**config.mk**
```make
export PLATFORM = sky130hd
export DESIGN_NAME = tlv5618_dac_sched
export DESIGN_NICKNAME = d
export VERILOG_FILES = /design/src/rtl/tlv5618_pkg.sv /design/src/rtl/tlv5618_rr_arb2.sv /design/src/rtl/tlv5618_dac_sched.sv
export SDC_FILE = /design/constraint.sdc
export NUM_CORES = 1
export LEC_CHECK = 0
export CAP_MARGIN = 25
export CORE_UTILIZATION = 30
export DETAILED_ROUTE_END_ITERATION = 7
export GPL_TIMING_DRIVEN = 0
export PLACE_DENSITY = 0.54
export SKIP_CTS_REPAIR_TIMING = 1
export SLEW_MARGIN = 20
export SYNTH_ARGS = -nofsm -noshare
export SYNTH_HDL_FRONTEND = slang
export SYNTH_SLANG_ARGS = --single-unit
```
**constraint.sdc**
```tcl
create_clock -name sys_clk -period 2 [get_ports sys_clk]
set_input_delay 0.4 -clock sys_clk [delete_from_list [all_inputs] [get_ports sys_clk]]
set_output_delay 0.4 -clock sys_clk [all_outputs]
set_load 0.03 [all_outputs]
```
**src/rtl/tlv5618_pkg.sv**
```systemverilog
// Shared types and helpers for the TLV5618 DAC frame scheduler.
// The TLV5618_SIMUL_UPDATE_EN build uses ST_PEND_A; other builds never reach it.
package tlv5618_pkg;

  typedef enum logic [2:0] {
    ST_IDLE   = 3'd0,
    ST_LOAD   = 3'd1,
    ST_WAIT   = 3'd2,
    ST_GAP    = 3'd3,
    ST_PEND_A = 3'd4
  } state_t;

  // R1/R0 field values of the TLV5618 control nibble
  localparam logic [1:0] CMD_WR_A   = 2'b10;
  localparam logic [1:0] CMD_WR_B   = 2'b00;
  localparam logic [1:0] CMD_WR_BUF = 2'b01;

  function automatic logic [15:0] build_word(input logic [1:0]  cmd,
                                             input logic        spd,
                                             input logic        pwr,
                                             input logic [11:0] code);
    return {cmd[1], spd, pwr, cmd[0], code};
  endfunction

endpackage

```
**src/rtl/tlv5618_rr_arb2.sv**
```systemverilog
// Two-request round-robin arbiter: a lone request always wins; on contention
// the channel that did not win last time (last_gnt: 0=A, 1=B) is granted.
module tlv5618_rr_arb2 (
  input  logic req_a,
  input  logic req_b,
  input  logic last_gnt,
  output logic gnt_a,
  output logic gnt_b
);

  assign gnt_a = req_a && (!req_b || last_gnt);
  assign gnt_b = req_b && (!req_a || !last_gnt);

endmodule

```
**src/rtl/tlv5618_dac_sched.sv**
```systemverilog
// Round-robin request scheduler and frame sequencer for the TLV5618 serializer.
// Optional build macro TLV5618_SIMUL_UPDATE_EN: simultaneous A/B requests update both DAC outputs together.
//
// state     | meaning
// ----------|---------------------------------------------------------
// ST_IDLE   | ready offered to the arbitrated channel, waiting for a request
// ST_LOAD   | ser_start pulse, timeout counter armed
// ST_WAIT   | frame in flight, waiting for ser_done or timeout
// ST_GAP    | serializer held idle for GAP_CYC cycles
// ST_PEND_A | (simul-update build) load the held A word after the buffer frame
module tlv5618_dac_sched
  import tlv5618_pkg::*;
#(
  parameter int unsigned GAP_CYC     = 4,
  parameter int unsigned TIMEOUT_CYC = 1024
) (
  input  logic        sys_clk,
  input  logic        sys_rst_n,
  input  logic        a_valid,
  output logic        a_ready,
  input  logic [11:0] a_code,
  input  logic        b_valid,
  output logic        b_ready,
  input  logic [11:0] b_code,
  input  logic        fast_mode,
  input  logic        pwr_down,
  output logic        ser_start,
  output logic [15:0] ser_word,
  input  logic        ser_done,
  output logic        busy,
  output logic        grant_ch,
  output logic        timeout_err
);

  localparam logic [15:0] TO_LOAD  = 16'(TIMEOUT_CYC - 1);
  localparam logic [15:0] GAP_LOAD = 16'(GAP_CYC - 1);

  state_t      state;
  logic [15:0] cnt;
  logic        gnt_a, gnt_b;
  logic        in_idle, a_fire, b_fire;

  tlv5618_rr_arb2 u_arb (
    .req_a    (a_valid),
    .req_b    (b_valid),
    .last_gnt (grant_ch),
    .gnt_a    (gnt_a),
    .gnt_b    (gnt_b)
  );

  // reset gates the readies so a held request is never acknowledged during reset
  assign in_idle = sys_rst_n && (state == ST_IDLE);

`ifdef TLV5618_SIMUL_UPDATE_EN
  logic        both_req;
  logic        pend_a;
  logic [11:0] pend_code;
  logic        pend_spd, pend_pwr;

  assign both_req = a_valid && b_valid;
  assign a_ready  = in_idle && (gnt_a || both_req);
  assign b_ready  = in_idle && (gnt_b || both_req);
`else
  assign a_ready  = in_idle && gnt_a;
  assign b_ready  = in_idle && gnt_b;
`endif

  assign a_fire    = a_valid && a_ready;
  assign b_fire    = b_valid && b_ready;
  assign ser_start = (state == ST_LOAD);
  assign busy      = (state != ST_IDLE);

  always_ff @(posedge sys_clk or negedge sys_rst_n) begin
    if (!sys_rst_n) begin
      state       <= ST_IDLE;
      cnt         <= '0;
      ser_word    <= '0;
      grant_ch    <= 1'b1;
      timeout_err <= 1'b0;
`ifdef TLV5618_SIMUL_UPDATE_EN
      pend_a      <= 1'b0;
      pend_code   <= '0;
      pend_spd    <= 1'b0;
      pend_pwr    <= 1'b0;
`endif
    end else begin
      case (state)
        ST_IDLE: begin
`ifdef TLV5618_SIMUL_UPDATE_EN
          if (a_fire && b_fire) begin
            ser_word  <= build_word(CMD_WR_BUF, fast_mode, pwr_down, b_code);
            grant_ch  <= 1'b1;
            pend_a    <= 1'b1;
            pend_code <= a_code;
            pend_spd  <= fast_mode;
            pend_pwr  <= pwr_down;
            state     <= ST_LOAD;
          end else
`endif
          if (a_fire) begin
            ser_word <= build_word(CMD_WR_A, fast_mode, pwr_down, a_code);
            grant_ch <= 1'b0;
            state    <= ST_LOAD;
          end else if (b_fire) begin
            ser_word <= build_word(CMD_WR_B, fast_mode, pwr_down, b_code);
            grant_ch <= 1'b1;
            state    <= ST_LOAD;
          end
        end
        ST_LOAD: begin
          cnt   <= TO_LOAD;
          state <= ST_WAIT;
        end
        ST_WAIT: begin
          if (ser_done) begin
            cnt   <= GAP_LOAD;
            state <= ST_GAP;
          end else if (cnt == '0) begin
            timeout_err <= 1'b1;
            cnt         <= GAP_LOAD;
            state       <= ST_GAP;
          end else begin
            cnt <= cnt - 16'd1;
          end
        end
        ST_GAP: begin
          if (cnt == '0) begin
`ifdef TLV5618_SIMUL_UPDATE_EN
            state <= pend_a ? ST_PEND_A : ST_IDLE;
`else
            state <= ST_IDLE;
`endif
          end else begin
            cnt <= cnt - 16'd1;
          end
        end
`ifdef TLV5618_SIMUL_UPDATE_EN
        ST_PEND_A: begin
          ser_word <= build_word(CMD_WR_A, pend_spd, pend_pwr, pend_code);
          grant_ch <= 1'b0;
          pend_a   <= 1'b0;
          state    <= ST_LOAD;
        end
`endif
        default: state <= ST_IDLE;
      endcase
    end
  end

endmodule

```
== Yosys cells after proc, flatten, opt, wreduce, memory -nomap -nowiden ==
Index checks and enable logic that the tools add are counted.

* Reduce and logical (&&, ||, !) cells: 21
* Mux-type cells: 14
* Equality and inequality tests: 7
* Bitwise gates (word level): 1
* Divide/modulo/power cells: 0
* Add/sub/neg operators: 1
* Multiply operators: 0
* Order comparisons: 0
* Shift operators: 0

{| class="wikitable"
|+ Operators with widths
! cell !! count
|-
| $mux 16 || 5
|-
| $pmux 16 s3 || 1
|-
| $logic_not 16->1 || 1
|-
| $sub 16x1->16 const B || 1
|-
| $mux 3 || 5
|-
| $pmux 3 s4 || 1
|-
| $logic_and 1x1->1 || 7
|-
| $eq 3x2->1 const B || 2
|-
| $ne 3x3->1 const B || 2
|-
| $reduce_and 3->1 || 2
|-
| $reduce_bool 3->1 || 2
|-
| $ne 2x2->1 const B || 2
|-
| $reduce_and 2->1 || 2
|-
| $eq 3x1->1 const B || 1
|-
| $logic_not 1->1 || 3
|-
| $logic_not 3->1 || 1
|-
| $logic_or 1x1->1 || 2
|-
| $mux 1 || 2
|-
| $reduce_bool 2->1 || 1
|-
| $not 1->1 || 1
|}

* Output and inout port bits: 22
* RAM bits: 0
* Bits of input ports: 31
* ROM bits: 0
* Memories: 0
* Word-level logic and storage cells: 49
* Register bits after elaboration: 37
* Latch bits: 0

== Longest topological paths before layout ==
Gate-level depths: netlist of run 1.

* Depth after elaboration: 8
* Depth in mapped cells: 9
* Depth with buffers taken out: 7

== Modules after synthesis ==
Synthesis of run 1 repeated with hierarchy kept, for this count alone.

* Cells, all modules: 209
* Area, all modules: 1941.9 sq um

{| class="wikitable"
|+ By module, submodules not included
! module !! times used !! sequential area each (sq um) !! area an instance (sq um) !! cells each
|-
| tlv5618_dac_sched || 1 || 877.1 || 1923.1 || 206
|-
| tlv5618_rr_arb2 || 1 || 0.0 || 18.8 || 3
|}

== Worst setup path after synthesis of run 1 ==
No wires, ideal clock.

* Path type: register to output
* Start point: reg state[0]
* End point: out a_ready
* Buffers on the path: 2
* Cell stages (with the launch flop): 7
* Setup slack: -0.085 ns
* Arrival time: 1.685 ns
* Data required time: 1.600 ns
* Cells stage by stage: dfrtp_1 inv_1 ha_1 buf_2 nand3_1 a21oi_1 clkbuf_1

* Cells in the longest elaborated chain, start to end: 3

{| class="wikitable"
|+ RTL lines
! item !! RTL line !! text
|-
| start: declaration || tlv5618_dac_sched.sv:38 || <nowiki>state_t state;</nowiki>
|-
| start signal: assignment || tlv5618_dac_sched.sv:75 || <nowiki>state <= ST_IDLE;</nowiki>
|-
| start signal: assignment || tlv5618_dac_sched.sv:103 || <nowiki>state <= ST_LOAD;</nowiki>
|-
| start signal: assignment || tlv5618_dac_sched.sv:107 || <nowiki>state <= ST_LOAD;</nowiki>
|-
| $logic_not 3->1 || tlv5618_dac_sched.sv:52 || <nowiki>assign in_idle = sys_rst_n && (state == ST_IDLE);</nowiki>
|-
| $logic_and 1x1->1 || tlv5618_dac_sched.sv:52 ||
|-
| $logic_and 1x1->1 || tlv5618_dac_sched.sv:64 || <nowiki>assign a_ready = in_idle && gnt_a;</nowiki>
|-
| end: declaration || tlv5618_dac_sched.sv:20 || <nowiki>output logic a_ready,</nowiki>
|}

Every way passes these cells.

== Worst setup path after layout of run 1 ==
Same ends and word-level chain as after synthesis.

==> impl_results.md, run 1 <==
* Final worst path period share at 0.984
* Initial DRC count at 90
* Run status: completed
* Worst-margin pin slew at between 0.6 and 0.7 ns
* Via density at 4.92
* Die area at 6850 um2
* Hold slack at 0.0816 ns
* Final worst slack at 0.0317 ns
* Drt pass-1 iters at 4
* Total clock buffers created by CTS at 5
* Switch Pwr at 1840 uW
* WP data required at 1.60 ns
* TNS Setup at 0 ns
* Seq/Total Area, Yosys at 0.448
* Seq cells post-synth at 35
* Yosys top cell by area: dfrtp_1
* HPWL after DPL at 3520 um
* Number of enable flip-flop cells after synthesis at 0
* Initial antenna violation count at 0
* Clk slew on worst S/H paths at 0.08 ns
* Clock tree buffer depth at 2
* Fin util at 0.487
* Crit end category: output pin
* Top cell type's share of synthesized area at 0.435
* Fin. Hold Viols at 0
* Critical Path AT at 1.57 ns
* Syn_area_per_cell at 9.69 um2
* Logic pwr share at 0.577
* Placed Instances at 331
* CTS root buf: clkbuf_8
* Final cell count without fillers at 366
* Worst-Skew Late Latency at between 0.2 and 0.3 ns
* Most common flop cell mapped by yosys: dfrtp_1
* Clk sink count at 35
* IO Port Bufs at 51
* Remaining antenna violation count at 0
* Seq pwr share at 0.300
* Layout area overhead at 56.9%
* Fmax at 508 MHz
* Pwr dens at 1350 nW/um2
* Syn Nets at between 200 and 250
* RSZ-0062 raised after global routing: yes
* Top cells by area, synth: dfrtp_1 (43%), nand2_1 (5.8%), a22oi_1 (4.6%), nor2_1 (3.3%), ha_1 (3.2%)
* MaxCap Viol Count at 0
* Vias in the first global route at 1565
* Cell Rows at 29
* Cell variety after synth at 46
* Routed len/inst at 14.5 um
* Mapped Cells at a little over 200
* P_int at 2320 uW
* Post-synthesis cell area at about 2000 um2
* Switching share of power at 0.443
* Final Max Tran Viols at 0
* R2R cell count at 8
* Worst VDD drop at roughly 0.61 mV
* Worst reg2reg path endpoint: state[1]
* Gpl congestion at about 0.80
* Grt total ovfl at 0
* DR vias at 1800
* Overall routed net length at 5300 um
* Largest net degree at the start of global routing at 22
* Fin nets at 324
* Width of the die at 82.8 um
* CP Class: reg2out
* Flop2flop setup slack at approximately 0.04 ns
* H-tree levels at 2
* First-pass GRT wire length at 7530 um
* Async set-or-reset flop fraction in the synthesized netlist at 1.00
* Core ar. at 6310 um2
* Worst Hold Class: in2async
* Dpl ws at -1.21 ns
* Initial Util at 0.310
* Share of cells above drive strength 1 at 0.277
* I/O pin cnt at 53
* Clock network fraction of total power at 0.123
* # DRC at 0
* Synth Warn # at 0
* ANT cells at 0
* Die H at 82.8 um
* Final setup violation count at 0
* Clk_skew at just over 0.01 ns
* CTS tree: done
* Top fanout value on the critical path at 9
* Slew HR at 0.592
* R2r startpoint: cnt[1]
* Crit start category: flip-flop
* GR Util All Layers at 0.145
* P_leak at 0.00133 uW
* Min cycle time layout at 1.97 ns
-- metrics by stage --
stage	total power (uW)	area, um2
2_1_floorplan	2540	1970
3_3_place_gp	3230	2570
3_5_place_dp	3250	2590
4_1_cts	3780	2680
5_1_grt	4470	3070
6_report	4160	3070
-- metal layers --
metal  global-route usage  wire length, um  vias to the layer above
met5                    0                0                        -
met4               0.0621              103                        0
met3               0.0262              112                        8
met2                0.219             2680                       22
met1                0.203             2410                      876
li1                     -                -                      894
-- power groups by stage --
stage          clock, uW  combinational, uW  sequential, uW
3_5_place_dp           0               2020            1230
2_1_floorplan          0               1050            1500
3_3_place_gp           0               2010            1220
6_report             511               2400            1250
5_1_grt              556               2620            1290
4_1_cts              529               2030            1220
-- flip-flops by register name (all words and copies together), names as in the netlist --
register     count
ser_word        15
timeout_err      1
cnt             16
state            2
grant_ch         1
-- cell families after synthesis --
family,after synthesis,share of synthesized area
AND/OR/NAND/NOR,74,0.197
AO/OA/AOI/OAI,57,0.225
flip-flops,35,0.448
buffers and inverters,21,0.0505
XOR/XNOR,6,0.0268
adder cells (fa/ha/maj),5,0.0319
multiplexers,3,0.0192
other,1,0.00192
-- synthesized netlist by cell type (all sizes together) (2+ instances only) --
cell type	count
a211oi	3
nor2	17
a21oi	12
nand2	31
inv	13
buf	4
and2	3
or2b	2
dfrtp	34
nor4	5
xor2	3
and4	3
nand3	6
a31oi	7
mux2	3
ha	5
o21ai	11
a2111oi	3
xnor2	3
o22ai	4
a22oi	12
clkbuf	4
-- layout make-up --
cell class | instances | area, um2
timing repair buffer | 80 | 761
clock inverter | 2 | 12.5
multi-input combinational | 146 | 1130
buffer | 7 | 72.6
inverter | 13 | 48.8
clock buffer | 6 | 72.6
tap | 77 | 96.3
sequential | 35 | 877
fill | 611 | 3240
-- placed cells by master (no fill, tap or decap), types with 2 or more instances in the layout --
| cell | n |
|---|---|
| clkdlybuf4s50_1 | 44 |
| dfrtp_1 | 34 |
| nand2_1 | 29 |
| buf_4 | 27 |
| nor2_1 | 14 |
| a22oi_1 | 12 |
| a21oi_1 | 10 |
| inv_1 | 9 |
| o21ai_0 | 9 |
| buf_6 | 6 |
| a31oi_1 | 6 |
| clkbuf_8 | 5 |
| inv_2 | 4 |
| nand3_1 | 4 |
| o22ai_1 | 4 |
| dlymetal6s2s_1 | 4 |
| and4_1 | 3 |
| xor2_1 | 3 |
| a2111oi_4 | 3 |
| xnor2_1 | 3 |
| a21oi_4 | 2 |
| nor4_4 | 2 |
| nor2_2 | 2 |
| and2_1 | 2 |
| nor4_1 | 2 |
| a211oi_1 | 2 |
| mux2_2 | 2 |
| or2b_1 | 2 |
| ha_4 | 2 |
| ha_1 | 2 |
| dlygate4sd3_1 | 2 |
-- critical path, stage by stage, from the launching register on --
cell and delay [ns]:
dfrtp_1 0.42, inv_2 0.11, ha_4 0.15, buf_8 0.12, nand3_4 0.07, a21oi_4 0.15, buf_6 0.13, buf_6 0.12
-- worst max-delay path by stage --
stage	startpoint	end	slack (ns)
floorplan	cnt[0]	state[1]	0.08
global placement	sys_rst_n	b_ready	-2.53
detailed placement	sys_rst_n	b_ready	-1.21
CTS	sys_rst_n	b_ready	-1.22
global route	cnt[0]	cnt[12]	-0.06
finish	state[0]	a_ready	0.03
Note: power is estimated with default switching activity, not from simulation.
==> run 2, diff against run 1 <==
- PLACE_DENSITY: 0.54 -> 0.52
- clock period: 2 -> 2.26 ns (I/O delays scaled with it)
==> run 2 against run 1 <==
  * The run now ends with setup timing left
  * Cell count shrank 7.7%
  * Clock-buffer cell count grew 2
  * Cell area shrank 11%
  * Via count shrank 7.6%
  * Clock power shrank 1%
  * Die area is the same
  * Critical path depth shrank 2
  * Wire length shrank 8.4%
  * Highest routed layer unchanged
==> impl_results.md, run 2 (synthesized netlist as in run 1, its figures left out) <==
* Fin. Hold Viols at 0
* Initial antenna violation count at 0
* Width of the die at 82.8 um
* Clk slew on worst S/H paths at approximately 0.070 ns
* Die H at 82.8 um
* GR Util All Layers at 0.154
* Slew HR at 0.570
* Min cycle time layout at approximately 2.4 ns
* Run status: finished with violations
* Delay-heaviest family, CP: buffers and inverters
* Cell Rows at 29
* GR Util met2 at 0.240
* Failing checks: setup timing
* Largest net degree at the start of global routing at 30
* CTS root buf: clkbuf_8
* RSZ-0062 raised after global routing: yes
* Grt total ovfl at 0
* Share of cells above drive strength 1 at 0.157
* Max reg flops at 16
* ANT cells at 0
* Crit end category: output pin
* Crit start category: input port
* Routed len/inst at 14.4 um
* Largest stage delay on the critical path at 0.55 ns
* Most common cell after layout, fill and taps aside: clkdlybuf4s50_1
* Worst Hold Class: in2async
* Critical Path AT at 1.90 ns
* Fmax at 425 MHz
* Slowest-stage cell, CP: clkdlybuf4s50_1
* Worst-Skew Late Latency at 0.29 ns
* Final cell count without fillers at 338
* Worst-margin pin slew at 0.643 ns
* HPWL after DPL at 3610 um
* Drt pass-1 iters at 4
* Remaining antenna violation count at 0
* Biggest regs: cnt x16, ser_word x15, state x2
* DR vias at 1664
* CTS tree: done
* Gpl congestion at 0.807
* Clk_skew at ~0.0068 ns
* Register with the most flip-flops: cnt
* P_leak at roughly 0.0012 uW
* CP Class: in2out
* Clock tree buffer depth at 2
* Final Max Tran Viols at 0
* Initial DRC count at 75
* Clk sink count at 35
* Pwr dens at roughly 1300 nW/um2
* IO Port Bufs at 51
* Die area at 6850 um2
* Multi-input logic area at 1030 um2
* Worst VDD drop at 0.522 mV
* Vias in the first global route at 1637
* Overall routed net length at 4860 um
* Leading cell types in the layout, fill and taps excluded: clkdlybuf4s50_1 (47), dfrtp_1 (34), nand2_1 (29)
* MaxCap Viol Count at 0
* TNS Setup at -0.178 ns
* Worst-path cell chain: clkdlybuf4s50_1, nand3_1, a21oi_2, clkbuf_4, clkbuf_2
* Placed Instances at 331
* Final worst path period share at 1.04
* R2R cell count at 8
* Total clock buffers created by CTS at 5
* Flop2flop setup slack at 0.15 ns
* GR Layer Usage met1 at 0.210
* FF/Latch Area at 877 um2
* H-tree levels at 2
* Layout area overhead at 39.8%
* M3 GR Usage at 0.0317
* First-pass GRT wire length at 7940 um
* # DRC at 0
* I/O pin cnt at 53
* Top Usage Layer GRT: met2
* Fin nets at 296
* Final worst slack at -0.0911 ns
* WP data required at 1.81 ns
* Filler cells at around 640
* Core ar. at 6310 um2
* Via density at 4.92
* Top fanout value on the critical path at 10
* Initial Util at 0.310
* Final setup violation count at 2
* CP bufs+invs at 3
* Worst reg2reg path endpoint: cnt[11]
* Hold slack at 0.0221 ns
* R2r startpoint: cnt[0]
==> run 2: cell count changes in the layout (fill, tap and decap cells not counted), moves of 2 or more <==
cell,previous run,this run
nor2_1,14,17
ha_1,2,4
nor2_2,2,0
dlygate4sd3_1,2,0
inv_2,4,0
buf_4,27,1
clkbuf_4,0,3
nand3_1,4,6
clkbuf_8,5,7
dlymetal6s2s_1,4,1
clkdlybuf4s50_1,44,47
inv_1,9,13
buf_6,6,4
==> run 2: worst max path at each step <==
stage	from	endpoint	slack [ns]	cells past startpoint
final	b_valid	b_ready	-0.09	5
after global routing	state[0]	a_ready	-0.20	7
after CTS	state[0]	a_ready	-1.18	7
after detailed placement	sys_rst_n	b_ready	-0.95	6
after global placement	sys_rst_n	b_ready	-2.37	5
after floorplan	state[0]	a_ready	0.12	6
==> run 2: final cells by class <==
type | instances | area share
plain buffers | 7 | 0.0238
clock buffers | 8 | 0.0366
inverters | 13 | 0.0178
multi-input cells | 146 | 0.375
flip-flops and latches | 35 | 0.320
well taps | 77 | 0.0352
repair buffers | 52 | 0.191
==> run 2: layer usage <==
layer / vias to the layer above / share of wire
met3: 4 / 0.034
met4: 0 / 0.0099
met2: 35 / 0.49
li1: 834 / -
met5: - / 0
met1: 791 / 0.46
==> run 2: per-stage QoR <==
stage                util  total power, uW  setup WS, ns  cell area [um2]
finish              0.434             3430       -0.0911             2740
global route        0.434             3700        -0.198             2740
CTS                 0.424             3400         -1.18             2680
detailed placement  0.409             2880        -0.947             2580
global placement    0.406             2870         -2.37             2560
floorplan               -             2240         0.123             1960
==> run 2: power breakdown <==
part | switching [uW] | internal (uW)
registers | 215 | 880
clock network | 225 | 278
logic | 1080 | 749
==> run 3, diff against run 2 <==
- ABC_AREA: not set -> 1
==> run 3 against run 2 <==
  * The flow now finishes without violations
  * Wire length fell by 6.7%
  * First-iteration DRC count decreased by 29%
  * Synthesized cell count is 22% higher
  * Clock power rose by 18%
  * Register-to-register slack better by 0.32 ns
  * Utilization decreased by 0.55 points
  * Sequential cell count unchanged
  * Hold slack gained 0.027 ns
  * Critical path depth increased by 3
  * Clock skew increased by 0.00096 ns
  * Cell count grew 13%
  * Synthesized area is 0.38% lower
  * Largest cell class unchanged
==> impl_results.md, run 3 <==
* Clock tree buffer depth at 2
* Final Max Tran Viols at 0
* Fin util at 0.428
* Mapped Cells at 246
* R2r startpoint: cnt[0]
* P_int at 1900 uW
* Seq cells post-synth at 35
* WP data required at approximately 1.8 ns
* Overall Power at ~3300 uW
* Synth Warn # at 0
* Post-synthesis cell area at 1950 um2
* Top cells by count, synth: nand2_1 (60), nand3_1 (35), dfrtp_1 (34)
* Max reg flops at 16
* Cell variety after synth at 30
* Initial antenna violation count at 0
* Die area at 6830 um2
* P_leak at approximately 0.0012 uW
* Biggest regs: cnt x16, ser_word x15, state x2
* Width of the die at 82.6 um
* ANT cells at 0
* Crit end category: output pin
* CTS root buf: clkbuf_8
* Drt pass-1 iters at 4
* Share of cells above drive strength 1 at 0.121
* Min cycle time layout at 2.26 ns
* Remaining antenna violation count at 0
* Initial DRC count at 53
* Run status: completed
* Top cells by area, synth: dfrtp_1 (44%), nand2_1 (12%), nand3_1 (9.0%), inv_1 (5.6%), nor2_1 (5.0%)
* Seq pwr share at 0.312
* Crit start category: flip-flop
* # DRC at 0
* Worst reg2reg path endpoint: cnt[10]
* Leading cell types in the layout, fill and taps excluded: nand2_1 (60), clkdlybuf4s50_1 (47), dfrtp_1 (34)
* Fin. Hold Viols at 0
* Gpl congestion at 0.832
* Clk_skew at between 0.007 and 0.008 ns
* Fmax at 443 MHz
* MaxCap Viol Count at 0
* Total clock buffers created by CTS at 5
* Clock network fraction of total power at 0.179
* Async set-or-reset flop fraction in the synthesized netlist at 1.00
* TNS Setup at 0 ns
* Top fanout value on the critical path at 10
* Syn_area_per_cell at 7.93 um2
* I/O pin cnt at 53
* Core ar. at 6310 um2
* Layout area overhead at 38.6%
* IO Port Bufs at 51
* GR Util All Layers at 0.148
* Die H at 82.6 um
* Worst-Skew Late Latency at 0.29 ns
* CP Class: reg2out
* Top-count cell post-synth: nand2_1
* Routed len/inst at 11.8 um
* RSZ-0062 raised after global routing: yes
* Final setup violation count at 0
* Seq/Total Area, Yosys at 0.450
* Flop2flop setup slack at 0.47 ns
* Number of enable flip-flop cells after synthesis at 0
* Syn Nets at between 200 and 300
* Overall routed net length at 4530 um
* R2R cell count at 8
* H-tree levels at 2
* Clk slew on worst S/H paths at 0.08 ns
* Fin nets at 341
* Register with the most flip-flops: cnt
* DR vias at 1723
* Clk sink count at 35
* Final worst path period share at 1.00
* HPWL after DPL at 3390 um
* Top cell type's share of synthesized area at 0.436
* Worst Hold Class: in2async
* Via density at 4.50
* Initial Util at 0.309
* Largest net degree at the start of global routing at 25
* Yosys top cell by area: dfrtp_1
* CTS tree: done
* Worst VDD drop at 0.445 mV
* Critical Path AT at 1.81 ns
* Vias in the first global route at around 1600
* Most common flop cell mapped by yosys: dfrtp_1
* Switch Pwr at 1410 uW
* Pwr dens at roughly 1200 nW/um2
* Cell Rows at 29
* Grt total ovfl at 0
* Switching share of power at 0.426
* First-pass GRT wire length at around 7600 um
* Logic pwr share at 0.509
* Most common cell after layout, fill and taps aside: nand2_1
==> run 3: worst max path at each step <==
stage,slack (ns),cells after the start,end,start
2_1_floorplan,0.51,7,b_ready,state[0]
3_3_place_gp,-2.02,7,b_ready,sys_rst_n
3_5_place_dp,-0.49,5,a_ready,a_valid
4_1_cts,-0.70,8,a_ready,state[0]
5_1_grt,-0.13,8,b_ready,state[1]
6_report,0.001,8,b_ready,state[0]
==> run 3: routing by layer <==
layer	track usage	vias to the layer above	wire [um]
met5	0	-	0
met2	0.226	50	1990
met1	0.194	761	2120
met3	0.0615	5	384
met4	0.0362	0	36
li1	-	907	-
==> run 3: area by class of cell <==
cell class              count  area (um2)
well taps                  77        96.3
clock inverters             2        35.0
repair buffers             52         523
clock buffers               6        82.6
inverters                  30         115
plain buffers               5        30.0
flip-flops and latches     35         877
multi-input cells         176         943
fillers                   666        3610
==> run 3: critical path, cell delays in order, from the launching register on <==
cell	delay (ns)
dfrtp_1	0.42
inv_1	0.10
ha_1	0.19
nand2_1	0.06
inv_1	0.10
nand3_2	0.15
inv_2	0.12
buf_4	0.18
clkbuf_4	0.21
==> run 3: through the flow <==
step           hold WS [ns]  std cells  setup WS [ns]  instance area [um2]
6_report             0.0492        383        0.00101                 2700
3_3_place_gp          0.463        374          -2.02                 2560
3_5_place_dp          0.373        375         -0.487                 2570
4_1_cts              0.0570        383         -0.700                 2690
5_1_grt              0.0639        383         -0.125                 2700
2_1_floorplan         0.156        246          0.510                 1950
==> run 3: power groups by stage <==
stage | Combinational, uW | Clock, uW | Sequential, uW
global placement | 1690 | 0 | 1040
floorplan | 874 | 0 | 1280
detailed placement | 1700 | 0 | 1040
CTS | 1710 | 618 | 1030
global route | 1870 | 640 | 1070
finish | 1680 | 593 | 1030
==> run 3: cell families (layout without fill, tap and decap cells) <==
group	Yosys count	in the layout	synth area share
adder cells (fa/ha/maj)	5	5	0.0321
multiplexers	2	2	0.0115
AO/OA/AOI/OAI	25	25	0.0815
buffers and inverters	35	95	0.0718
XOR/XNOR	5	5	0.0224
AND/OR/NAND/NOR	138	138	0.329
flip-flops	35	35	0.450
other	1	1	0.00192
